[src/rtl/dbg_trace_pkg.sv]
// Shared record type and constants for the debug trace arbiter.
// Optional build macro: DBG_TRACE_TIMESTAMP_EN adds a push-time cycle stamp to each record.
package dbg_trace_pkg;

    localparam int INST_ADDR_W = 32;
    localparam int INST_HEX_W  = 32;
    localparam int REG_ADDR_W  = 5;
    localparam int REG_DATA_W  = 64;
    localparam int TIMESTAMP_W = 32;

    typedef struct packed {
        logic                   inst_valid;
        logic [INST_ADDR_W-1:0] inst_addr;
        logic [INST_HEX_W-1:0]  inst_hex;
        logic                   reg_wren;
        logic [REG_ADDR_W-1:0]  reg_wraddr;
        logic [REG_DATA_W-1:0]  reg_wrdata;
`ifdef DBG_TRACE_TIMESTAMP_EN
        logic [TIMESTAMP_W-1:0] timestamp;
`endif
    } trace_rec_t;

    typedef enum logic {
        ARB_IDLE  = 1'b0,
        ARB_GRANT = 1'b1
    } arb_state_t;

endpackage

[src/rtl/dbg_trace_fifo.sv]
// Per-hart trace record FIFO; full/empty distinguished by an extra pointer bit.
// Optional build macro: DBG_TRACE_TIMESTAMP_EN (widens trace_rec_t only).
module dbg_trace_fifo
    import dbg_trace_pkg::*;
#(
    parameter  int DEPTH = 4,
    localparam int PTR_W = $clog2(DEPTH)
) (
    input  logic           clock,
    input  logic           reset_n,
    input  logic           push,
    input  logic           pop,
    input  trace_rec_t     push_rec,
    output trace_rec_t     head,
    output logic           full,
    output logic           empty,
    output logic [PTR_W:0] count
);

    trace_rec_t     mem [DEPTH];
    logic [PTR_W:0] wr_ptr;
    logic [PTR_W:0] rd_ptr;
    logic           do_push;
    logic           do_pop;

    assign empty   = (wr_ptr == rd_ptr);
    assign full    = (wr_ptr[PTR_W] != rd_ptr[PTR_W]) &&
                     (wr_ptr[PTR_W-1:0] == rd_ptr[PTR_W-1:0]);
    assign count   = wr_ptr - rd_ptr;
    assign do_pop  = pop && !empty;
    // A full FIFO may still accept a record when its head leaves on the same edge.
    assign do_push = push && (!full || do_pop);
    assign head    = mem[rd_ptr[PTR_W-1:0]];

    // NOTE: sequential state uses non-blocking assignments so every register samples pre-edge values.
    always_ff @(posedge clock or negedge reset_n) begin
        if (!reset_n) begin
            wr_ptr <= '0;
            rd_ptr <= '0;
        end else begin
            if (do_push) wr_ptr <= wr_ptr + 1'b1;
            if (do_pop)  rd_ptr <= rd_ptr + 1'b1;
        end
    end

    // NOTE: storage is not reset; the pointers alone define which entries are valid.
    always_ff @(posedge clock) begin
        if (do_push) mem[wr_ptr[PTR_W-1:0]] <= push_rec;
    end

endmodule

[src/rtl/dbg_trace_arbiter.sv]
// Round-robin serialiser of per-hart debug trace records onto one monitor stream.
// Optional build macro: DBG_TRACE_TIMESTAMP_EN adds a cycle counter and out_timestamp.
module dbg_trace_arbiter
    import dbg_trace_pkg::*;
#(
    parameter  int NUM_HARTS  = 4,
    parameter  int FIFO_DEPTH = 4,
    parameter  int DROP_CNT_W = 16,
    localparam int HID_W      = $clog2(NUM_HARTS)
) (
    input  logic                            clock,
    input  logic                            reset_n,
    input  logic [NUM_HARTS-1:0]            in_valid,
    input  logic [NUM_HARTS-1:0]            in_inst_valid,
    input  logic [NUM_HARTS*32-1:0]         in_inst_addr,
    input  logic [NUM_HARTS*32-1:0]         in_inst_hex,
    input  logic [NUM_HARTS-1:0]            in_reg_wren,
    input  logic [NUM_HARTS*5-1:0]          in_reg_wraddr,
    input  logic [NUM_HARTS*64-1:0]         in_reg_wrdata,
    output logic                            out_valid,
    input  logic                            out_ready,
    output logic [HID_W-1:0]                out_hart_id,
    output logic                            out_inst_valid,
    output logic [31:0]                     out_inst_addr,
    output logic [31:0]                     out_inst_hex,
    output logic                            out_reg_wren,
    output logic [4:0]                      out_reg_wraddr,
    output logic [63:0]                     out_reg_wrdata,
    output logic [NUM_HARTS*DROP_CNT_W-1:0] drop_cnt,
    output logic [NUM_HARTS-1:0]            overflow
`ifdef DBG_TRACE_TIMESTAMP_EN
    ,
    output logic [31:0]                     out_timestamp
`endif
);

    localparam int CNT_W = $clog2(FIFO_DEPTH) + 1;

    trace_rec_t             head [NUM_HARTS];
    trace_rec_t             out_rec;
    logic [NUM_HARTS-1:0]   next_nonempty;
    arb_state_t             state;
    logic [HID_W-1:0]       grant_id;
    logic [HID_W-1:0]       rr_ptr;
    logic [HID_W-1:0]       rr_base;
    logic [HID_W-1:0]       pick_id;
    logic                   pick_found;
    logic                   advance;
    logic                   pop_any;

`ifdef DBG_TRACE_TIMESTAMP_EN
    logic [31:0] cycle_cnt;

    always_ff @(posedge clock or negedge reset_n) begin
        if (!reset_n) cycle_cnt <= '0;
        else          cycle_cnt <= cycle_cnt + 1'b1;
    end
`endif

    // Re-arbitration happens when idle or when the granted record is accepted.
    assign advance = (state == ARB_IDLE) || out_ready;
    assign pop_any = (state == ARB_GRANT) && out_ready;
    assign rr_base = pop_any ? grant_id : rr_ptr;

    for (genvar h = 0; h < NUM_HARTS; h++) begin : g_hart
        trace_rec_t             rec;
        trace_rec_t             head_h;
        logic                   full_h;
        logic                   empty_h;
        logic                   push_h;
        logic                   pop_h;
        logic                   drop_h;
        logic [CNT_W-1:0]       cnt_h;
        logic [DROP_CNT_W-1:0]  drop_q;
        logic                   ovf_q;

        // NOTE: default every always_comb output first so no path can infer a latch.
        always_comb begin
            rec            = '0;
            rec.inst_valid = in_inst_valid[h];
            rec.inst_addr  = in_inst_addr[32*h +: 32];
            rec.inst_hex   = in_inst_hex[32*h +: 32];
            rec.reg_wren   = in_reg_wren[h];
            rec.reg_wraddr = in_reg_wraddr[5*h +: 5];
            rec.reg_wrdata = in_reg_wrdata[64*h +: 64];
`ifdef DBG_TRACE_TIMESTAMP_EN
            rec.timestamp  = cycle_cnt;
`endif
        end

        assign pop_h  = pop_any && (grant_id == HID_W'(h)) && !empty_h;
        assign push_h = in_valid[h] && (!full_h || pop_h);
        assign drop_h = in_valid[h] && full_h && !pop_h;
        // Occupancy after this edge, so a record pushed now can be granted now.
        assign next_nonempty[h] = push_h || (cnt_h > CNT_W'(pop_h));

        dbg_trace_fifo #(.DEPTH(FIFO_DEPTH)) u_fifo (
            .clock    (clock),
            .reset_n  (reset_n),
            .push     (push_h),
            .pop      (pop_h),
            .push_rec (rec),
            .head     (head_h),
            .full     (full_h),
            .empty    (empty_h),
            .count    (cnt_h)
        );

        always_ff @(posedge clock or negedge reset_n) begin
            if (!reset_n) begin
                drop_q <= '0;
                ovf_q  <= 1'b0;
            end else if (drop_h) begin
                if (drop_q != '1) drop_q <= drop_q + 1'b1;
                ovf_q <= 1'b1;
            end
        end

        assign head[h]                               = head_h;
        assign drop_cnt[h*DROP_CNT_W +: DROP_CNT_W] = drop_q;
        assign overflow[h]                           = ovf_q;
    end

    always_comb begin
        int               idx;
        logic [HID_W-1:0] idx_h;
        idx        = 0;
        idx_h      = '0;
        pick_found = 1'b0;
        pick_id    = '0;
        for (int off = 1; off <= NUM_HARTS; off++) begin
            idx   = (int'(rr_base) + off) % NUM_HARTS;
            idx_h = HID_W'(idx);
            if (!pick_found && next_nonempty[idx_h]) begin
                pick_found = 1'b1;
                pick_id    = idx_h;
            end
        end
    end

    always_ff @(posedge clock or negedge reset_n) begin
        if (!reset_n) begin
            state     <= ARB_IDLE;
            out_valid <= 1'b0;
            grant_id  <= '0;
            rr_ptr    <= HID_W'(NUM_HARTS - 1);
        end else if (advance) begin
            if (pop_any) rr_ptr <= grant_id;
            if (pick_found) begin
                state     <= ARB_GRANT;
                out_valid <= 1'b1;
                grant_id  <= pick_id;
            end else begin
                state     <= ARB_IDLE;
                out_valid <= 1'b0;
            end
        end
    end

    // Record fields follow the FIFO head of the registered grant and read zero when idle.
    assign out_rec        = out_valid ? head[grant_id] : '0;
    assign out_hart_id    = out_valid ? grant_id : '0;
    assign out_inst_valid = out_rec.inst_valid;
    assign out_inst_addr  = out_rec.inst_addr;
    assign out_inst_hex   = out_rec.inst_hex;
    assign out_reg_wren   = out_rec.reg_wren;
    assign out_reg_wraddr = out_rec.reg_wraddr;
    assign out_reg_wrdata = out_rec.reg_wrdata;
`ifdef DBG_TRACE_TIMESTAMP_EN
    assign out_timestamp  = out_rec.timestamp;
`endif

endmodule

[config.mk]
export PLATFORM = sky130hd
export DESIGN_NAME = dbg_trace_arbiter
export DESIGN_NICKNAME = d
export VERILOG_FILES = /design/src/rtl/dbg_trace_pkg.sv /design/src/rtl/dbg_trace_fifo.sv /design/src/rtl/dbg_trace_arbiter.sv
export SDC_FILE = /design/constraint.sdc
export NUM_CORES = 2
export LEC_CHECK = 0
export CORE_MARGIN = 5
export CORE_UTILIZATION = 58
export DETAILED_ROUTE_END_ITERATION = 12
export PLACE_DENSITY = 0.8
export SLEW_MARGIN = 20
export SYNTH_ARGS = -nofsm -noshare
export SYNTH_HDL_FRONTEND = slang
export SYNTH_SLANG_ARGS = --single-unit
[constraint.sdc]
create_clock -name clock -period 8.2 [get_ports clock]
set_clock_uncertainty 0.05 [all_clocks]
set_input_delay 0.82 -clock clock [delete_from_list [all_inputs] [get_ports clock]]
set_output_delay 0.82 -clock clock [all_outputs]
set_load 0.05 [all_outputs]
; Yosys cells after proc, flatten, opt, wreduce, memory -nomap -nowiden
; Memories as Yosys holds them, arrays and structs flattened.
; Cells that the tools add are included.
[word_totals]
memories = 4
wordCells = 174
output_inout_bits = 206
mem_bits_rw = 2160
reg_bits = 97
inputBits = 547
[memory_table]
columns = name, words, word_bits, rd, rd_ports_with_merged_regs, write_ports, line_no
row1 = g_hart[0].u_fifo.mem, 4, 135, 1, 0, 1, dbg_trace_fifo.sv:20  ; trace_rec_t mem [DEPTH];
row2 = g_hart[1].u_fifo.mem, 4, 135, 1, 0, 1, dbg_trace_fifo.sv:20
row3 = g_hart[2].u_fifo.mem, 4, 135, 1, 0, 1, dbg_trace_fifo.sv:20
row4 = g_hart[3].u_fifo.mem, 4, 135, 1, 0, 1, dbg_trace_fifo.sv:20
[op_classes]
reduce_logical = 70
bitwise = 2
n_mux = 31
addsub = 20
n_lt_le_gt_ge = 9
eq_ne = 19
[op_table]
columns = operator, count
row1 = $mux W135, 3
row2 = $bmux W135 S2, 1
row3 = $add A16 B1 Y16 const B, 4
row4 = $ne A16 B16 Y1 const B, 4
row5 = $logic_and A1 B1 Y1, 36
row6 = $add A3 B1 Y3 const B, 8
row7 = $mux W1, 17
row8 = $logic_not A1 Y1, 15
row9 = $logic_or A1 B1 Y1, 13
row10 = $eq A3 B3 Y1, 4
row11 = $gt A3 B1 Y1, 4
row12 = $lt A2 B3 Y1 const B, 4
row13 = $mux W2, 6
row14 = $sub A3 B3 Y3, 4
row15 = $reduce_and A2 Y1, 5
row16 = $bmux W1 S2, 4
row17 = $eq A2 B2 Y1, 4
row18 = $add A2 B1 Y2 const B, 2
row19 = $add A2 B2 Y2 const B, 2
row20 = $eq A2 B2 Y1 const B, 2
row21 = $ne A1 B1 Y1, 4
row22 = $ge A3 B3 Y1 const B, 1
row23 = $not A2 Y3, 1
row24 = $eq A2 B1 Y1 const B, 1
row25 = 2 further kinds, 2

; Longest topological paths before layout
[logic_depth]
depth_word = 19
ltp_mapped = 14
ltp_nobuf = 10

; Cells and area by module
; Synthesis repeated with hierarchy kept, for this count alone.
[unflattened]
hier_cells = 3651
hier_area_um2 = 87467.6
[modules_own_cells]
columns = mod, cells_per_inst, instances, seq_area_each_um2, area_each_um2
row1 = dbg_trace_fifo at g_hart[0].u_fifo ..., 751, 3, 16365.7, 19929.1
row2 = dbg_trace_fifo at g_hart[3].u_fifo, 751, 1, 16365.7, 19930.4
row3 = dbg_trace_arbiter, 647, 1, 1829.3, 7749.9

; Worst setup path before layout
; No wires, ideal clock.
[synth_path]
path_kind = register to register
start = register g_hart[1].u_fifo.rd_ptr[1]
end = memory g_hart[1].u_fifo.mem[3][0] (netlist name), enable pin
stages_incl_launch_ff = 9
arrival_ps = 5322
path_buffers = 3
slack_ps = 2316
setup_time_ps = 512
period_less_slack_ps = 5884
required_time_ps = 7638
cell_sequence = dfrtp_1 -> clkbuf_1 -> buf_2 -> buf_1 -> inv_1 -> ha_1 -> and2_1 -> a31oi_1 -> and2_1
[synth_between]
elab_chain_len = 8
word_cells_on_any_way = 13
cone_classes = eq/ne (2) / mux (2) / reduce/logical (9)
[synth_rtl]
columns = item, line_no
row1 = "start, declared", dbg_trace_fifo.sv:22  ; logic [PTR_W:0] rd_ptr;
row2 = "start signal, assigned", dbg_trace_fifo.sv:42  ; if (do_pop) rd_ptr <= rd_ptr + 1'b1;
row3 = $eq A3 B3 Y1 or $eq A2 B2 Y1 (tied branches), "dbg_trace_fifo.sv:26, dbg_trace_fifo.sv:28"
row4 = $logic_not A1 Y1 or $logic_and A1 B1 Y1 (tied branches), "dbg_trace_fifo.sv:30, dbg_trace_arbiter.sv:91, dbg_trace_fifo.sv:27"
row5 = $logic_and A1 B1 Y1 or $logic_not A1 Y1 (tied branches), "dbg_trace_arbiter.sv:91, dbg_trace_fifo.sv:32, dbg_trace_arbiter.sv:92"
row6 = $logic_or A1 B1 Y1 or $logic_and A1 B1 Y1 (tied branches), "dbg_trace_arbiter.sv:92, dbg_trace_fifo.sv:30"
row7 = $logic_and A1 B1 Y1 or $logic_or A1 B1 Y1 (tied branches), "dbg_trace_arbiter.sv:92, dbg_trace_fifo.sv:32"
row8 = $logic_and A1 B1 Y1 *, dbg_trace_fifo.sv:32  ; assign do_push = push && (!full || do_pop);
row9 = $mux W1 *, dbg_trace_fifo.sv:48  ; if (do_push) mem[wr_ptr[PTR_W-1:0]] <= push_rec;
row10 = $mux W1 (not written as such) *, dbg_trace_fifo.sv:48
row11 = "end, declared", dbg_trace_fifo.sv:20
; Mark *: on every way between the ends. The rest lies on a longest branch, timed or not.

; Final worst setup path
[layout_path]
start = register g_hart[3].u_fifo.rd_ptr[1]
end = output port out_inst_addr[19]
[layout_between]
elab_chain_len = 5
[layout_rtl]
columns = item, line_no
row1 = "start, declared", dbg_trace_fifo.sv:22
row2 = "start signal, assigned", dbg_trace_fifo.sv:42
row3 = $mem_v2 Z4 W135, n/a
row4 = $bmux W135 S2, dbg_trace_arbiter.sv:161  ; assign out_rec = out_valid ? head[grant_id] : '0;
row5 = $mux W135 (not written as such) (2 in series), dbg_trace_arbiter.sv:161
row6 = $mux W135, dbg_trace_arbiter.sv:161
row7 = "end, declared", dbg_trace_arbiter.sv:24  ; output logic [31:0] out_inst_addr,
; Every way passes these cells. The select of a mux whose other input is x is not followed.

==> metrics.log <==
INFO  metric yosysTopAreaCellShare = 74.7%
INFO  metric synth-edff-count = 2160
INFO  metric post_synth_instance_area = 86900 um2
INFO  metric endpoint_kind = output port
INFO  metric reported_leakage_power = 33.3 nW
INFO  metric grt_antenna_before_repair = 109
INFO  metric crit_arrival = 4.76 ns
INFO  metric layout-drive-gt1-share = 23.7%
INFO  metric die_height = 397 um
INFO  metric synth.area.top_cells = edfxtp_1 75%, mux4_2 17%, dfrtp_1 2.7%
INFO  metric route.met3.wl = 25300 um
INFO  metric timing.reg2reg.setup_slack = 3.69 ns
INFO  metric finalMaxSlewViolations = 0
INFO  metric hold_end = g_hart[2].ovf_q
INFO  metric ctsResizeCount = 0
INFO  metric htree_levels = 4
INFO  metric wirelength_met1 = 83500 um
INFO  metric power.density = 405 nW/um2
INFO  metric cts_max_path_buffers = 3
INFO  metric clk_transition_reported_paths = 0.06 ns
INFO  metric placeableCoreArea = 149000 um2
INFO  metric status = complete, no violations
INFO  metric dpl.hpwl = 138000 um
INFO  metric ys_seq_area_share = 77.5%
INFO  metric cell_internal_pwr = 27.3 mW
INFO  metric dpl-instance-area = 96800 um2
INFO  metric tightestPinTransition = 1.18 ns
INFO  metric postLayoutCoreUtil = 69.5%
INFO  metric critical_path.startpoint_type = flop
INFO  metric pwr-share-comb = 37.7%
INFO  metric power.share.sequential = 39.4%
INFO  metric drc_errors = 0
INFO  metric switching_share = 35.1%
INFO  metric starting_density_of_the_core = 58.1%
INFO  metric synth_top_cell_by_area = edfxtp_1
INFO  metric slew_headroom = 21.3%
INFO  metric switchingPower = 14.8 mW
INFO  metric area_growth = 19.6%
INFO  metric grt_first_pass_wirelength = 334000 um
INFO  metric finalNetCount = 5034
INFO  metric yosys_most_used_dff = edfxtp_1
INFO  metric ioPinCount = 753
INFO  metric cts-hold-fix-buffers = 1
INFO  metric cp_max_fo = 50
INFO  metric post-cts-setup-buffer-count = 0
INFO  metric clock_tree_from_tritoncts = built
INFO  metric cts_root_buf = clkbuf_16
INFO  metric track_usage = 30.3%
INFO  metric syn_nets = 4180
INFO  metric report.power.total = 42.1 mW
INFO  metric routabilityCongestion = 0.806
INFO  metric num_rows = 142
INFO  metric power.share.clock = 22.9%
INFO  metric worst_hold_path_type = flop to flop
INFO  metric number_of_cells_on_the_worst_hold_path = 1
INFO  metric period_utilisation_layout = 68.6%
INFO  metric synthMostInstantiatedCell = edfxtp_1
INFO  metric grt_pass1_vias = 45000
INFO  metric max_cap_viols = 0
INFO  metric grt_max_degree = 100
INFO  metric drt_iter0_drc = 5876
INFO  metric tritoncts_num_sinks = 2257
INFO  metric worst_reg2reg_path_startpoint = state
INFO  metric synth.yosys.warnings = 0
INFO  metric dr_wl_met2 = 120000 um
INFO  metric crit_required = 7.33 ns
INFO  metric grt_setup_unrepaired = no
INFO  metric routed_wl = 239000 um
INFO  metric postSynthRegisterBits = 2257
INFO  metric routed-via-count = 43600
INFO  metric synth_cell_type_count = 66
INFO  metric timing.reg2reg.worst_path_depth = 5
INFO  metric synth_top_cells_by_count = 2160 x edfxtp_1, 675 x mux4_2, 154 x and2_1
INFO  metric highest_layer = met5
INFO  metric drtAntennaViolNets = 0
INFO  metric clk_latency = 0.81 ns
INFO  metric critPathKind = flop to output port
INFO  metric viasPerCell = 6.47
INFO  metric floorplan.die_area = 158000 um2
INFO  metric final-hold-violation-count = 0
INFO  metric vdd_ir_drop_max = 0.493 mV
INFO  metric synth_area_per_cell = 24.2 um2
INFO  metric syn-instance-count = 3593
INFO  metric post-route-min-period = 5.63 ns
INFO  metric cts_made_buffers = 215
INFO  metric stdcell_area = 104000 um2
INFO  metric die_width = 397 um
INFO  metric portBuffers = 752
INFO  metric timing.setup.tns = 0 ns
INFO  metric setup_violating_endpoint_count_in_the_final_report = 0
INFO  metric wl_per_cell = 35.5 um
INFO  metric grt-ovfl-total = 0
INFO  metric postSynth.asyncResetShare = 4.30%
INFO  metric max_clock_freq = 178 MHz
INFO  metric min_from = g_hart[2].ovf_q
INFO  metric drt_pre_antenna_iters = 6
INFO  metric r2r-end = g_hart[1].u_fifo.mem[3][32]
per-stage QoR:
stage | setup slack (ns) | hold slack, ns | instances
6_report | 2.57 | 0.424 | 6739
4_1_cts | 2.53 | 0.430 | 6639
3_3_place_gp | 3.47 | 0.402 | 6245
2_1_floorplan | 2.32 | 0.386 | 3593
5_1_grt | 2.48 | 0.461 | 6709
3_5_place_dp | 3.46 | 0.414 | 6245
power groups by stage:
stage          sequential [mW]  combinational (mW)  clock (mW)
3_5_place_dp              16.7                15.8           0
5_1_grt                   16.8                16.4        10.3
6_report                  16.6                15.8        9.64
2_1_floorplan             16.5                10.6           0
4_1_cts                   16.6                15.9        9.73
3_3_place_gp              16.5                15.6           0
worst max-delay path: stages, from the launching register on:
cell and delay (ns):
dfrtp_4 1.09, buf_4 0.81, mux4_2 0.43, mux4_2 0.50
and2_1 0.18, clkdlybuf4s50_1 0.76
metal layers:
layer,vias to the layer above,track usage [%]
met4,28,13.7
li1,17100,-
met3,474,8.02
met1,23000,39.7
met2,2960,48.5
met5,-,0
final cells by class:
type                            count  area, um2
Sequential cell                  2257      67300
Fill cell                        8662      45500
Multi-Input combinational cell   1143      18700
Timing Repair Buffer              810       8160
Clock buffer                      253       5610
Tap cell                         2016       2520
Clock inverter                    140       1230
Antenna cell                      100        250
Inverter                           20       82.6
cells in the final DEF (no fill, tap or decap), types with 17 or more instances in the layout:
| cell | instances |
|---|---|
| clkinv_1 | 53 |
| nand4_1 | 21 |
| clkinv_2 | 47 |
| nand3_1 | 21 |
| and2_1 | 138 |
| clkdlybuf4s50_1 | 751 |
| dfrtp_1 | 85 |
| clkbuf_16 | 219 |
| inv_1 | 19 |
| bufinv_16 | 17 |
| xnor2_1 | 53 |
| diode_2 | 100 |
| nand2_1 | 40 |
| edfxtp_1 | 2160 |
| xor2_1 | 26 |
| mux4_2 | 675 |
| ha_1 | 36 |
| nor2_1 | 17 |
| clkbuf_1 | 34 |
| buf_4 | 42 |
state kept, by name, indices dropped and copies added, names as in the netlist:
register	cells
g_hart.drop_q	64
g_hart.ovf_q	4
g_hart.u_fifo.mem	2160
g_hart.u_fifo.rd_ptr	12
g_hart.u_fifo.wr_ptr	12
grant_id	2
rr_ptr	2
state	1
worst max-delay path by stage:
| stage | startpoint | end | slack [ns] | cells past startpoint |
|---|---|---|---|---|
| after floorplan | g_hart[1].u_fifo.rd_ptr[1] | g_hart[1].u_fifo.mem[3][0] | 2.32 | 8 |
| after global placement | g_hart[3].u_fifo.rd_ptr[1] | out_inst_addr[17] | 3.47 | 5 |
| after detailed placement | g_hart[3].u_fifo.rd_ptr[1] | out_inst_addr[17] | 3.46 | 5 |
| after CTS | g_hart[3].u_fifo.rd_ptr[1] | out_inst_addr[20] | 2.53 | 5 |
| after global routing | g_hart[3].u_fifo.rd_ptr[0] | out_reg_wrdata[56] | 2.48 | 5 |
| final | g_hart[3].u_fifo.rd_ptr[1] | out_inst_addr[19] | 2.57 | 5 |
cell families after synthesis:
group                      Yosys count  synth area share (%)
xor gates and xnor gates            80                 0.815
and+or+nand+nor                    301                  2.11
muxes                              680                  17.6
DFF                               2257                  77.5
buffers and inverters              193                  1.07
adders and majority gates           40                 0.611
AOI/OAI and AO/OA                   42                 0.373
(Power assumes the default switching activity.)
